<file path="src/rtl/scanline_reader.sv">
// scanline_reader
//   Raster timing generator and line-buffer reader. Walks every frame line
//   through HSYNC/BACK/ACTIVE/FRONT, fetches the stored image line from the
//   BRAM read port, and serialises its pixels LSB first at one pixel per
//   CLKS_PER_PIXEL clocks.
// Ports:
//   clk, rst_n      clock, asynchronous active-low reset
//   enable          run request, sampled only at line boundaries
//   bram_addr_rd    BRAM read address (BRAM has 1-clock registered read)
//   bram_data_rd    BRAM read data, pixel i = bit i
//   pixel_out       current pixel bit (0 outside ACTIVE and on sync lines)
//   pixel_valid     high during ACTIVE of image lines
//   hsync           high during HSYNC
//   vsync           high for the whole of each sync line
//   frame_start     one-clock pulse on entering HSYNC of frame line 0
//   line_idx        current frame line
module scanline_reader #(
   parameter int PIXELS         = 300,
   parameter int LINES          = 608,
   parameter int DATA_W         = 400,
   parameter int ADDR_W         = 10,
   parameter int CLKS_PER_PIXEL = 5,
   parameter int HSYNC_CLKS     = 24,
   parameter int HBACK_CLKS     = 48,
   parameter int HFRONT_CLKS    = 16,
   parameter int VSYNC_LINES    = 6
) (
   input  logic              clk,
   input  logic              rst_n,
   input  logic              enable,
   output logic [ADDR_W-1:0] bram_addr_rd,
   input  logic [DATA_W-1:0] bram_data_rd,
   output logic              pixel_out,
   output logic              pixel_valid,
   output logic              hsync,
   output logic              vsync,
   output logic              frame_start,
   output logic [ADDR_W-1:0] line_idx
);

   localparam int ACT_CLKS    = PIXELS * CLKS_PER_PIXEL;
   localparam int FRAME_LINES = VSYNC_LINES + LINES;
   localparam int MAX_A       = (HSYNC_CLKS > HBACK_CLKS) ? HSYNC_CLKS : HBACK_CLKS;
   localparam int MAX_B       = (ACT_CLKS > HFRONT_CLKS) ? ACT_CLKS : HFRONT_CLKS;
   localparam int CNT_MAX     = (MAX_A > MAX_B) ? MAX_A : MAX_B;
   localparam int CNT_W       = $clog2(CNT_MAX + 1);
   localparam int DIV_W       = $clog2(CLKS_PER_PIXEL + 1);

   typedef enum logic [2:0] {IDLE, HSYNC, BACK, ACTIVE, FRONT} state_t;

   state_t              state_q, state_d;
   logic [CNT_W-1:0]    cnt_q, cnt_d;
   logic [ADDR_W-1:0]   line_q, line_d;
   logic [ADDR_W-1:0]   addr_q, addr_d;
   logic [PIXELS-1:0]   shreg_q, shreg_d;
   logic [DIV_W-1:0]    div_q, div_d;
   logic                hsync_q, hsync_d;
   logic                vsync_q, vsync_d;
   logic                pv_q, pv_d;
   logic                po_q, po_d;
   logic                fs_q, fs_d;

   logic                last_clk;
   logic                image_q, image_d;
   logic                enter_hsync;
   logic                unused_data;

   assign last_clk    = (cnt_q == '0);
   assign image_q     = (line_q >= ADDR_W'(VSYNC_LINES));
   assign image_d     = (line_d >= ADDR_W'(VSYNC_LINES));
   assign enter_hsync = (state_d == HSYNC) && (state_q != HSYNC);
   // Bits above PIXELS are never displayed.
   assign unused_data = ^bram_data_rd;

   // State register (with all datapath and output flops)
   always_ff @(posedge clk or negedge rst_n) begin
      if (!rst_n) begin
         state_q <= IDLE;
         cnt_q   <= '0;
         line_q  <= '0;
         addr_q  <= '0;
         shreg_q <= '0;
         div_q   <= '0;
         hsync_q <= 1'b0;
         vsync_q <= 1'b0;
         pv_q    <= 1'b0;
         po_q    <= 1'b0;
         fs_q    <= 1'b0;
      end else begin
         state_q <= state_d;
         cnt_q   <= cnt_d;
         line_q  <= line_d;
         addr_q  <= addr_d;
         shreg_q <= shreg_d;
         div_q   <= div_d;
         hsync_q <= hsync_d;
         vsync_q <= vsync_d;
         pv_q    <= pv_d;
         po_q    <= po_d;
         fs_q    <= fs_d;
      end
   end

   // Next-state: each state's down-counter is loaded on entry and the state
   // is left on the clock where it reads zero.
   always_comb begin
      state_d = state_q;
      cnt_d   = cnt_q;
      line_d  = line_q;
      if (state_q != IDLE && !last_clk) cnt_d = cnt_q - 1'b1;
      case (state_q)
         IDLE: if (enable) begin
            state_d = HSYNC;
            cnt_d   = CNT_W'(HSYNC_CLKS - 1);
            line_d  = '0;
         end
         HSYNC: if (last_clk) begin
            state_d = BACK;
            cnt_d   = CNT_W'(HBACK_CLKS - 1);
         end
         BACK: if (last_clk) begin
            state_d = ACTIVE;
            cnt_d   = CNT_W'(ACT_CLKS - 1);
         end
         ACTIVE: if (last_clk) begin
            state_d = FRONT;
            cnt_d   = CNT_W'(HFRONT_CLKS - 1);
         end
         FRONT: if (last_clk) begin
            if (!enable) begin
               state_d = IDLE;
               cnt_d   = '0;
               line_d  = '0;
            end else begin
               state_d = HSYNC;
               cnt_d   = CNT_W'(HSYNC_CLKS - 1);
               line_d  = (line_q == ADDR_W'(FRAME_LINES - 1)) ? '0 : line_q + 1'b1;
            end
         end
         default: begin
            state_d = IDLE;
            cnt_d   = '0;
            line_d  = '0;
         end
      endcase
   end

   // Outputs and datapath, all computed from the next state so every
   // output is a flop aligned with the state it belongs to.
   always_comb begin
      addr_d  = addr_q;
      shreg_d = shreg_q;
      div_d   = div_q;
      if (state_d == IDLE)
         addr_d = '0;
      else if (enter_hsync && image_d)
         addr_d = line_d - ADDR_W'(VSYNC_LINES);

      // Capture on the last BACK clock; the address has been stable since
      // HSYNC entry so the registered BRAM output is settled.
      if (state_q == BACK && last_clk) begin
         shreg_d = image_q ? bram_data_rd[PIXELS-1:0] : '0;
         div_d   = DIV_W'(CLKS_PER_PIXEL - 1);
      end else if (state_q == ACTIVE) begin
         if (div_q == '0) begin
            shreg_d = shreg_q >> 1;
            div_d   = DIV_W'(CLKS_PER_PIXEL - 1);
         end else begin
            div_d = div_q - 1'b1;
         end
      end

      hsync_d = (state_d == HSYNC);
      vsync_d = (state_d != IDLE) && !image_d;
      pv_d    = (state_d == ACTIVE) && image_d;
      po_d    = pv_d && shreg_d[0];
      fs_d    = enter_hsync && (line_d == '0);
   end

   assign bram_addr_rd = addr_q;
   assign pixel_out    = po_q;
   assign pixel_valid  = pv_q;
   assign hsync        = hsync_q;
   assign vsync        = vsync_q;
   assign frame_start  = fs_q;
   assign line_idx     = line_q;

endmodule

</file>
<file path="config.mk">
export PLATFORM = sky130hd
export DESIGN_NAME = scanline_reader
export DESIGN_NICKNAME = d
export VERILOG_FILES = /design/src/rtl/scanline_reader.sv
export SDC_FILE = /design/constraint.sdc
export NUM_CORES = 1
export LEC_CHECK = 0
export ABC_AREA = 0
export ABC_CLOCK_PERIOD_IN_PS = 3500
export BUFFER_PORTS_ARGS = -buffer_cell sky130_fd_sc_hd__buf_4
export CORE_ASPECT_RATIO = 0.75
export CORE_MARGIN = 3
export CORE_UTILIZATION = 30
export CTS_BUF_LIST = sky130_fd_sc_hd__clkbuf_16
export CTS_CLUSTER_SIZE = 20
export DETAILED_ROUTE_END_ITERATION = 8
export MAX_ROUTING_LAYER = met4
export PLACE_DENSITY = 0.57
export REMOVE_ABC_BUFFERS = 1
export SETUP_SLACK_MARGIN = 0.5
export SKIP_LAST_GASP = 1
export SLEW_MARGIN = 20
export SYNTH_ARGS = -nofsm -noshare
export SYNTH_HDL_FRONTEND = slang
export SYNTH_SLANG_ARGS = --single-unit
export TNS_END_PERCENT = 1
</file>
<file path="constraint.sdc">
create_clock -name clk -period 3.5 [get_ports clk]
set_clock_uncertainty 0.2 [all_clocks]
set_input_delay 0 -clock clk [delete_from_list [all_inputs] [get_ports clk]]
set_output_delay 0 -clock clk [all_outputs]
set_load 0.005 [all_outputs]
</file>
==> run metrics, run 1 <==
length of the first detailed-routing pass in iterations=5; Synth area leaders=sky130_fd_sc_hd__dfrtp_1, sky130_fd_sc_hd__mux2i_1, sky130_fd_sc_hd__nand3_1; Remaining Overflow, GRT=0; average wire per cell in the routed design=16.9 um; post-layout instance count excluding filler cells=just over 3,000; via count=15,100; average size of a mapped cell=slightly above 10 sq um; max-slew violation total from the final report=0; clock latency at the later pin of the worst-skew pair=0.54 ns; start-to-end type of the worst setup path=flop to flop; global-route usage over all layers=0.177; core region area=0.0549 sq mm; crit start category=flop; total number of yosys warnings=0; sequential element share of the synthesized area=0.510; standard-cell rows=74; end of the worst register-to-register path=bram_addr_rd[1]$_DFFE_PN0P_; hold violation total from the final report=0; worst-case register-to-register setup slack=slightly below 0.5 ns; number of instances in the synthesized netlist=around 1,600; number of design rule violations left after detail routing=0; Yosys cell types=62; type of the worst min-delay path=input port to flop; worst r2r src=cnt_q[0]$_DFF_PN0_; fraction of layout cells with a size suffix above 1=0.222; post-DP HPWL=approximately 33,000 um; cell area after technology mapping=around 0.017 sq mm; timing startpoint of the critical path=cnt_q[0]$_DFF_PN0_; fin worst setup slack=0.481 ns; worst slew pin tran=0.821 ns; port buffer count=327; setup repair after global routing missed its margin=yes; maximum level of the CTS H-tree=2; Root Buffer Master=sky130_fd_sc_hd__clkbuf_16; Register-to-Register Path Depth=11; total setup violations reported at the end of the flow=0; number of antenna violations at the first check in global routing=1; first-pass GRT wire length=slightly above 80,000 um; Final Hold Slack=between 0.03 and 0.04 ns; P_leak=11.2 nW; number of synthesized register bits=342; Routed WL=slightly above 50,000 um; Data arrival, critical path=3.28 ns; worst endpoint required time=3.76 ns; Max clock buf depth=3; RePlAce Congestion=0.851; Initial Utilization=0.306; critical path, cell by cell=inv_2, ha_4, or4b_4, nor4_4, nand2_2, buf_6, buf_6, o211ai_1, or4b_4, o21a_4, mux2i_1; critical path's slowest cell=sky130_fd_sc_hd__or4b_4; I/O pin count=428; cell depth of the worst hold path=4; share of the synthesized area in the top cell type=0.510; Chip Width=279 um; clock tree from TritonCTS=yes; post-DR vias/cell=4.96; iteration-0 DRC count of the detailed router=910; Area Growth Syn to Fin=50.9%; max-cap violations=0; power per standard cell area=342 mW/mm^2; pre-CTS WS=0.0528 ns; critical path capture point type=flop; leading cell types by count after synthesis=sky130_fd_sc_hd__dfrtp_1, sky130_fd_sc_hd__nand3_1, sky130_fd_sc_hd__o21ai_0; Worst Setup EP=bram_addr_rd[1]$_DFFE_PN0P_; maximum frequency from static timing analysis=331 MHz; Final Core Density=0.461; relative slew slack=0.453; slowest cell delay on critical path=0.51 ns; fraction of synthesis flops using an asynchronous set or reset pin=1.00; peak supply drop=313 uV; count of filler cells inserted in the layout=roughly 4,900; result of the run=complete, no violations; final net count=2,696; count of placed standard cells including taps=2,613; Final Critical Period=about 3.0 ns; most area-hungry cell type in the Yosys netlist=sky130_fd_sc_hd__dfrtp_1; post-route ant nets=0; Clk pin slew, worst setup/hold paths=about 0.06 ns; die area=about 0.06 sq mm; most common cell in the synthesized netlist=sky130_fd_sc_hd__dfrtp_1; largest net degree at the start of global routing=126; clock tree sinks=approximately 340; Inserted Clock Buffers=38; final critical-path share of the clock period=0.863; overall die height=between 200 and 250 um; number of enable-type register cells in the synthesized netlist=0; leading register cell type out of synthesis=sky130_fd_sc_hd__dfrtp_1; largest fanout on the critical path=8; via count of the first global-routing pass=15,600
area by class of cell:
| class | count | area, sq um | area share |
|---|---|---|---|
| antenna | 1 | 2.50 | 0.0000988 |
| tap | 722 | 903 | 0.0357 |
| multi-input combinational | 1137 | 7750 | 0.306 |
| sequential | 342 | 8560 | 0.338 |
| clock buffer | 41 | 1030 | 0.0405 |
| clock inverter | 28 | 213 | 0.00840 |
| inverter | 8 | 30.0 | 0.00119 |
| timing repair buffer | 759 | 6850 | 0.270 |
how the worst min path moves through the flow:
stage,startpoint,to
after floorplan,rst_n,bram_addr_rd[0]$_DFFE_PN0P_
after global placement,rst_n,shreg_q[236]$_DFFE_PN0P_
after detailed placement,rst_n,shreg_q[128]$_DFFE_PN0P_
after CTS,bram_data_rd[225],shreg_q[225]$_DFFE_PN0P_
after global routing,bram_data_rd[90],shreg_q[90]$_DFFE_PN0P_
final,bram_data_rd[155],shreg_q[155]$_DFFE_PN0P_
placed cells by master, fill, tap and decap left out, types with 7 or more instances in the layout:
cell type / Yosys / layout
sky130_fd_sc_hd__a21oi_1: 12 / 11
sky130_fd_sc_hd__buf_12: 0 / 21
sky130_fd_sc_hd__buf_4: 2 / 394
sky130_fd_sc_hd__clkbuf_16: 0 / 41
sky130_fd_sc_hd__clkinv_1: 0 / 7
sky130_fd_sc_hd__dfrtp_1: 342 / 342
sky130_fd_sc_hd__dlygate4sd3_1: 0 / 340
sky130_fd_sc_hd__inv_1: 8 / 14
sky130_fd_sc_hd__mux2i_1: 305 / 305
sky130_fd_sc_hd__nand2_1: 30 / 30
sky130_fd_sc_hd__nand3_1: 319 / 315
sky130_fd_sc_hd__nor2_1: 21 / 20
sky130_fd_sc_hd__o211ai_1: 8 / 8
sky130_fd_sc_hd__o21ai_0: 318 / 314
sky130_fd_sc_hd__xnor2_1: 10 / 10
per-stage QoR:
step	power [mW]	area (sq um)	setup TNS [ns]
2_1_floorplan	4.03	16200	-8057.71
3_3_place_gp	4.41	20400	0
3_5_place_dp	4.41	20400	0
4_1_cts	8.79	25200	0
5_1_grt	9.00	25300	0
6_report	8.66	25300	0
sequential cells by signal, summed over array words and instances, names as in the netlist:
register and flops:
cnt_q 11, frame_start 1, pixel_out 1, pixel_valid 1, vsync 1, shreg_q 300, state_q 3, hsync 1
div_q 3, line_idx 10, bram_addr_rd 10
kinds of logic after synthesis:
kind of cell,synth area share
flops,0.510
mux,0.182
xor+xnor,0.00835
simple gates,0.132
buf+inv,0.0385
fa+ha+maj,0.00522
compound gates,0.124
what timing repair did:
action                                 4_1_cts  5_1_grt
pin swaps                                    7       12
gates resized for setup                     19       15
hold buffers                               340        0
buffers inserted                             6        9
endpoints found under the hold margin      631        0
setup endpoints to repair                   14       46
routing by layer:
layer	up-vias	share of wire	track usage
li1	7277	-	-
met2	376	0.47	0.283
met5	-	0	-
met1	7323	0.46	0.235
met4	0	0.022	0.0454
met3	87	0.046	0.0284
power breakdown:
part           internal, mW  leakage [nW]  switching [mW]
Clock                  2.34         0.634            1.66
Combinational         0.475          7.44           0.228
Sequential             3.95          3.15               0
critical path: cells and delay by family (launching register included):
| family | cells | cell delay, ns |
|---|---|---|
| simple gates | 4 | 1.24 |
| buf+inv | 3 | 0.34 |
| mux | 1 | 0.20 |
| compound gates | 2 | 0.42 |
| fa+ha+maj | 1 | 0.14 |
| flops | 1 | 0.39 |
(Power assumes the default switching activity.)
==> run 2: changes to the inputs <==
--- a/config.mk
+++ b/config.mk
@@ -6,7 +6,7 @@
 export NUM_CORES = 1
 export LEC_CHECK = 0
 export ABC_AREA = 0
-export ABC_CLOCK_PERIOD_IN_PS = 3500
+export ABC_CLOCK_PERIOD_IN_PS = 3300
 export BUFFER_PORTS_ARGS = -buffer_cell sky130_fd_sc_hd__buf_4
 export CORE_ASPECT_RATIO = 0.75
 export CORE_MARGIN = 3
==> constraint.sdc (replaced) <==
create_clock -name clk -period 3.3 [get_ports clk]
set_clock_uncertainty 0.2 [all_clocks]
set_input_delay 0 -clock clk [delete_from_list [all_inputs] [get_ports clk]]
set_output_delay 0 -clock clk [all_outputs]
set_load 0.005 [all_outputs]
==> run 2 against run 1 <==
Critical endpoint is now bram_addr_rd[3]$_DFFE_PN0P_. Clock power about the same. Via count is 3.2% higher. Largest cell class unchanged. Combinational power up 13%. Worst setup slack got worse by 0.14 ns. Global-route usage rose by 0.89 points. Critical path depth is the same. Power rose by 3.6%. Non-clock buffer count increased by 82. Fmax is 2.0% higher. Count of clock-buffer cells in the layout is 2 lower.
==> run metrics, run 2 (synthesized netlist as in run 1, its figures left out) <==
Routed WL=53,700 um (+4.5%); port buffer count=327 (unchanged); clock tree sinks=342 (unchanged); net switching fraction of the power=0.224 (+0.00509); GRT met1 Usage=0.245 (+0.0107); overall die height=211 um (unchanged); average wire per cell in the routed design=17.2 um (+1.8%); Storage cell area=0.00856 sq mm (about the same); length of the first detailed-routing pass in iterations=5 (unchanged); I/O pin count=428 (unchanged); cell with the most instances on the worst path=sky130_fd_sc_hd__buf_6; hold violation total from the final report=0 (unchanged); setup repair after global routing missed its margin=yes; standard-cell rows=74 (unchanged); core region area=0.0549 sq mm (unchanged); Worst Path Buf+Inv=3 (unchanged); highest-count cells in the layout ignoring fill and taps=sky130_fd_sc_hd__buf_4, sky130_fd_sc_hd__dlygate4sd3_1, sky130_fd_sc_hd__dfrtp_1; worst slew pin tran=0.706 ns (-0.114 ns); Data arrival, critical path=3.22 ns (-0.06 ns); Initial Utilization=0.306 (unchanged); fraction of layout cells with a size suffix above 1=0.224 (+0.00111); post-route ant nets=0 (unchanged); instance area after placement=0.0205 sq mm (+0.37%); maximum level of the CTS H-tree=2 (unchanged); part of the total power dissipated in combinational logic=0.089 (+0.008); worst endpoint required time=3.56 ns (-0.20 ns); net switching power of the design=2.00 mW (+6.0%); total setup violations reported at the end of the flow=0 (unchanged); Chip Width=279 um (unchanged); Design Area, Final=0.0259 sq mm (+2.5%); post-DR vias/cell=4.99 (+0.55%); final critical-path share of the clock period=0.897 (+0.0344); Largest register FFs=300 (unchanged); slowest cell delay on critical path=0.52 ns (about the same); final net count=2,779 (+3.1%); Max clock buf depth=3 (unchanged); number of antenna violations at the first check in global routing=4 (+3); maximum frequency from static timing analysis=338 MHz (+2.0%); part of the total power dissipated in the clock network=0.443 (-0.019); GR Layer Usage met3=0.0280 (-0.000442); start-to-end type of the worst setup path=flop to flop; iteration-0 DRC count of the detailed router=1,186 (+30%); peak supply drop=311 uV (-0.34%); P_leak=11.5 nW (+2.7%); total design power=8.97 mW (+3.6%); Clk pin slew, worst setup/hold paths=0.06 ns (about the same); Root Buffer Master=sky130_fd_sc_hd__clkbuf_16; type of the worst min-delay path=input port to flop; largest fanout on the critical path=7 (-1); result of the run=complete, no violations; number of design rule violations left after detail routing=0 (unchanged); Cell Int Power=6.96 mW (+2.9%); power per standard cell area=345 mW/mm^2 (+1.1%); clock tree from TritonCTS=yes; global-route usage over all layers=0.186 (+0.00891); first-pass GRT wire length=87,000 um (+4.7%); Regs by FF count=shreg_q x300, cnt_q x11; die area=0.0588 sq mm (unchanged); Inserted Clock Buffers=39 (+2.6%); Area Growth Syn to Fin=54.6%; relative slew slack=0.529 (+0.0763); clock latency at the later pin of the worst-skew pair=0.55 ns (about the same); Worst path top cell family by delay=simple AND/OR/NAND/NOR gates; Remaining Overflow, GRT=0 (unchanged); via count=15,500 (+3.2%); critical path capture point type=flop; Final Critical Period=2.96 ns (-0.0588 ns); register with the most flip-flops=shreg_q; via count of the first global-routing pass=16,400 (+5.1%); busiest layer in global routing=met2; largest net degree at the start of global routing=127 (+0.79%); max-slew violation total from the final report=0 (unchanged); critical path, cell by cell=inv_2, ha_4, nor4b_4, a31oi_4, or2_4, buf_6, o2bb2ai_4, or4b_4, buf_6, o21ai_4, mux2i_1; post-DP HPWL=33,200 um (+2.1%); Seq pwr share=0.468 (+0.011); critical path's slowest cell=sky130_fd_sc_hd__or4b_4; area of the multi-input gates=0.00775 sq mm (about the same); count of filler cells inserted in the layout=4,917 (+0.20%); most common library cell in the layout ignoring fill and taps=sky130_fd_sc_hd__buf_4; max-cap violations=0 (unchanged); RePlAce Congestion=0.827 (-2.8%); M2 GR Usage=0.300 (+0.0164); crit start category=flop
run 2: cell types whose count changed in the layout (fill, tap and decap cells not counted), sizes merged:
cell / previous run / this run
buf: 419 / 442
bufinv: 3 / 1
clkbuf: 41 / 39
clkinv: 14 / 10
clkinvlp: 2 / 1
diode: 1 / 4
dlygate4sd3: 340 / 399
inv: 17 / 22
run 2: path summary, 6_finish.rpt:
| check | slack, ns | endpoint | cells past startpoint | startpoint |
|---|---|---|---|---|
| max reg2reg | 0.34 | bram_addr_rd[3]$_DFFE_PN0P_ | 11 | cnt_q[0]$_DFF_PN0_ |
| max | 0.34 | bram_addr_rd[3]$_DFFE_PN0P_ | 11 | cnt_q[0]$_DFF_PN0_ |
| min | 0.03 | shreg_q[264]$_DFFE_PN0P_ | 4 | bram_data_rd[264] |
| min reg2reg | 0.33 | shreg_q[299]$_DFFE_PN0P_ | 2 | shreg_q[299]$_DFFE_PN0P_ |
| max in group asynchronous | 1.52 | shreg_q[45]$_DFFE_PN0P_ | 4 | rst_n |
| min in group asynchronous | 0.41 | shreg_q[123]$_DFFE_PN0P_ | 3 | rst_n |
run 2: repair_timing:
| action | CTS | global route |
|---|---|---|
| hold buffers | 399 | 0 |
| gates resized for setup | 29 | 7 |
| buffers inserted | 22 | 1 |
| pin swaps | 11 | 4 |
| hold endpoints to repair | 659 | 0 |
| endpoints found under the setup margin | 14 | 175 |
run 2: per-layer routing:
layer	vias up	share of wire
met5	-	0
met4	0	0.021
met3	86	0.042
met2	387	0.48
met1	7614	0.46
li1	7462	-
run 2: stage by stage:
stage | TNS (ns) | hold WS, ns | setup WS [ns] | utilization | instances
2_1_floorplan | -8118.31 | -0.496 | -27.82 | - | 1487
3_3_place_gp | 0 | -0.140 | 0.0875 | 0.373 | 2628
3_5_place_dp | 0 | -0.126 | 0.0390 | 0.373 | 2628
4_1_cts | 0 | 0.0000309 | 0.367 | 0.472 | 3114
5_1_grt | 0 | 0.0234 | 0.239 | 0.473 | 3119
6_report | 0 | 0.0274 | 0.340 | 0.473 | 3119
run 2: area by class of cell:
cell class / count / area share
multi-input cells: 1137 / 0.299
inverters: 8 / 0.00116
diodes: 4 / 0.000386
flip-flops and latches: 342 / 0.330
well taps: 722 / 0.0348
clock inverters: 26 / 0.00588
repair buffers: 841 / 0.292
clock buffers: 39 / 0.0376
run 2: power by group through the flow:
stage	clock network [mW]	logic [mW]	registers, mW
floorplan	0	0.00634	4.27
global placement	0	0.410	4.27
detailed placement	0	0.411	4.27
CTS	4.12	0.787	4.19
global route	4.31	0.855	4.19
finish	3.97	0.797	4.19
run 2: worst register-to-register path, delay by kind of cell (launching register included):
family / cells / cell delay, ns
muxes: 1 / 0.22
and+or+nand+nor: 3 / 1.09
adders and majority gates: 1 / 0.13
buffers and inverters: 3 / 0.37
DFF: 1 / 0.38
AOI/OAI and AO/OA: 3 / 0.48
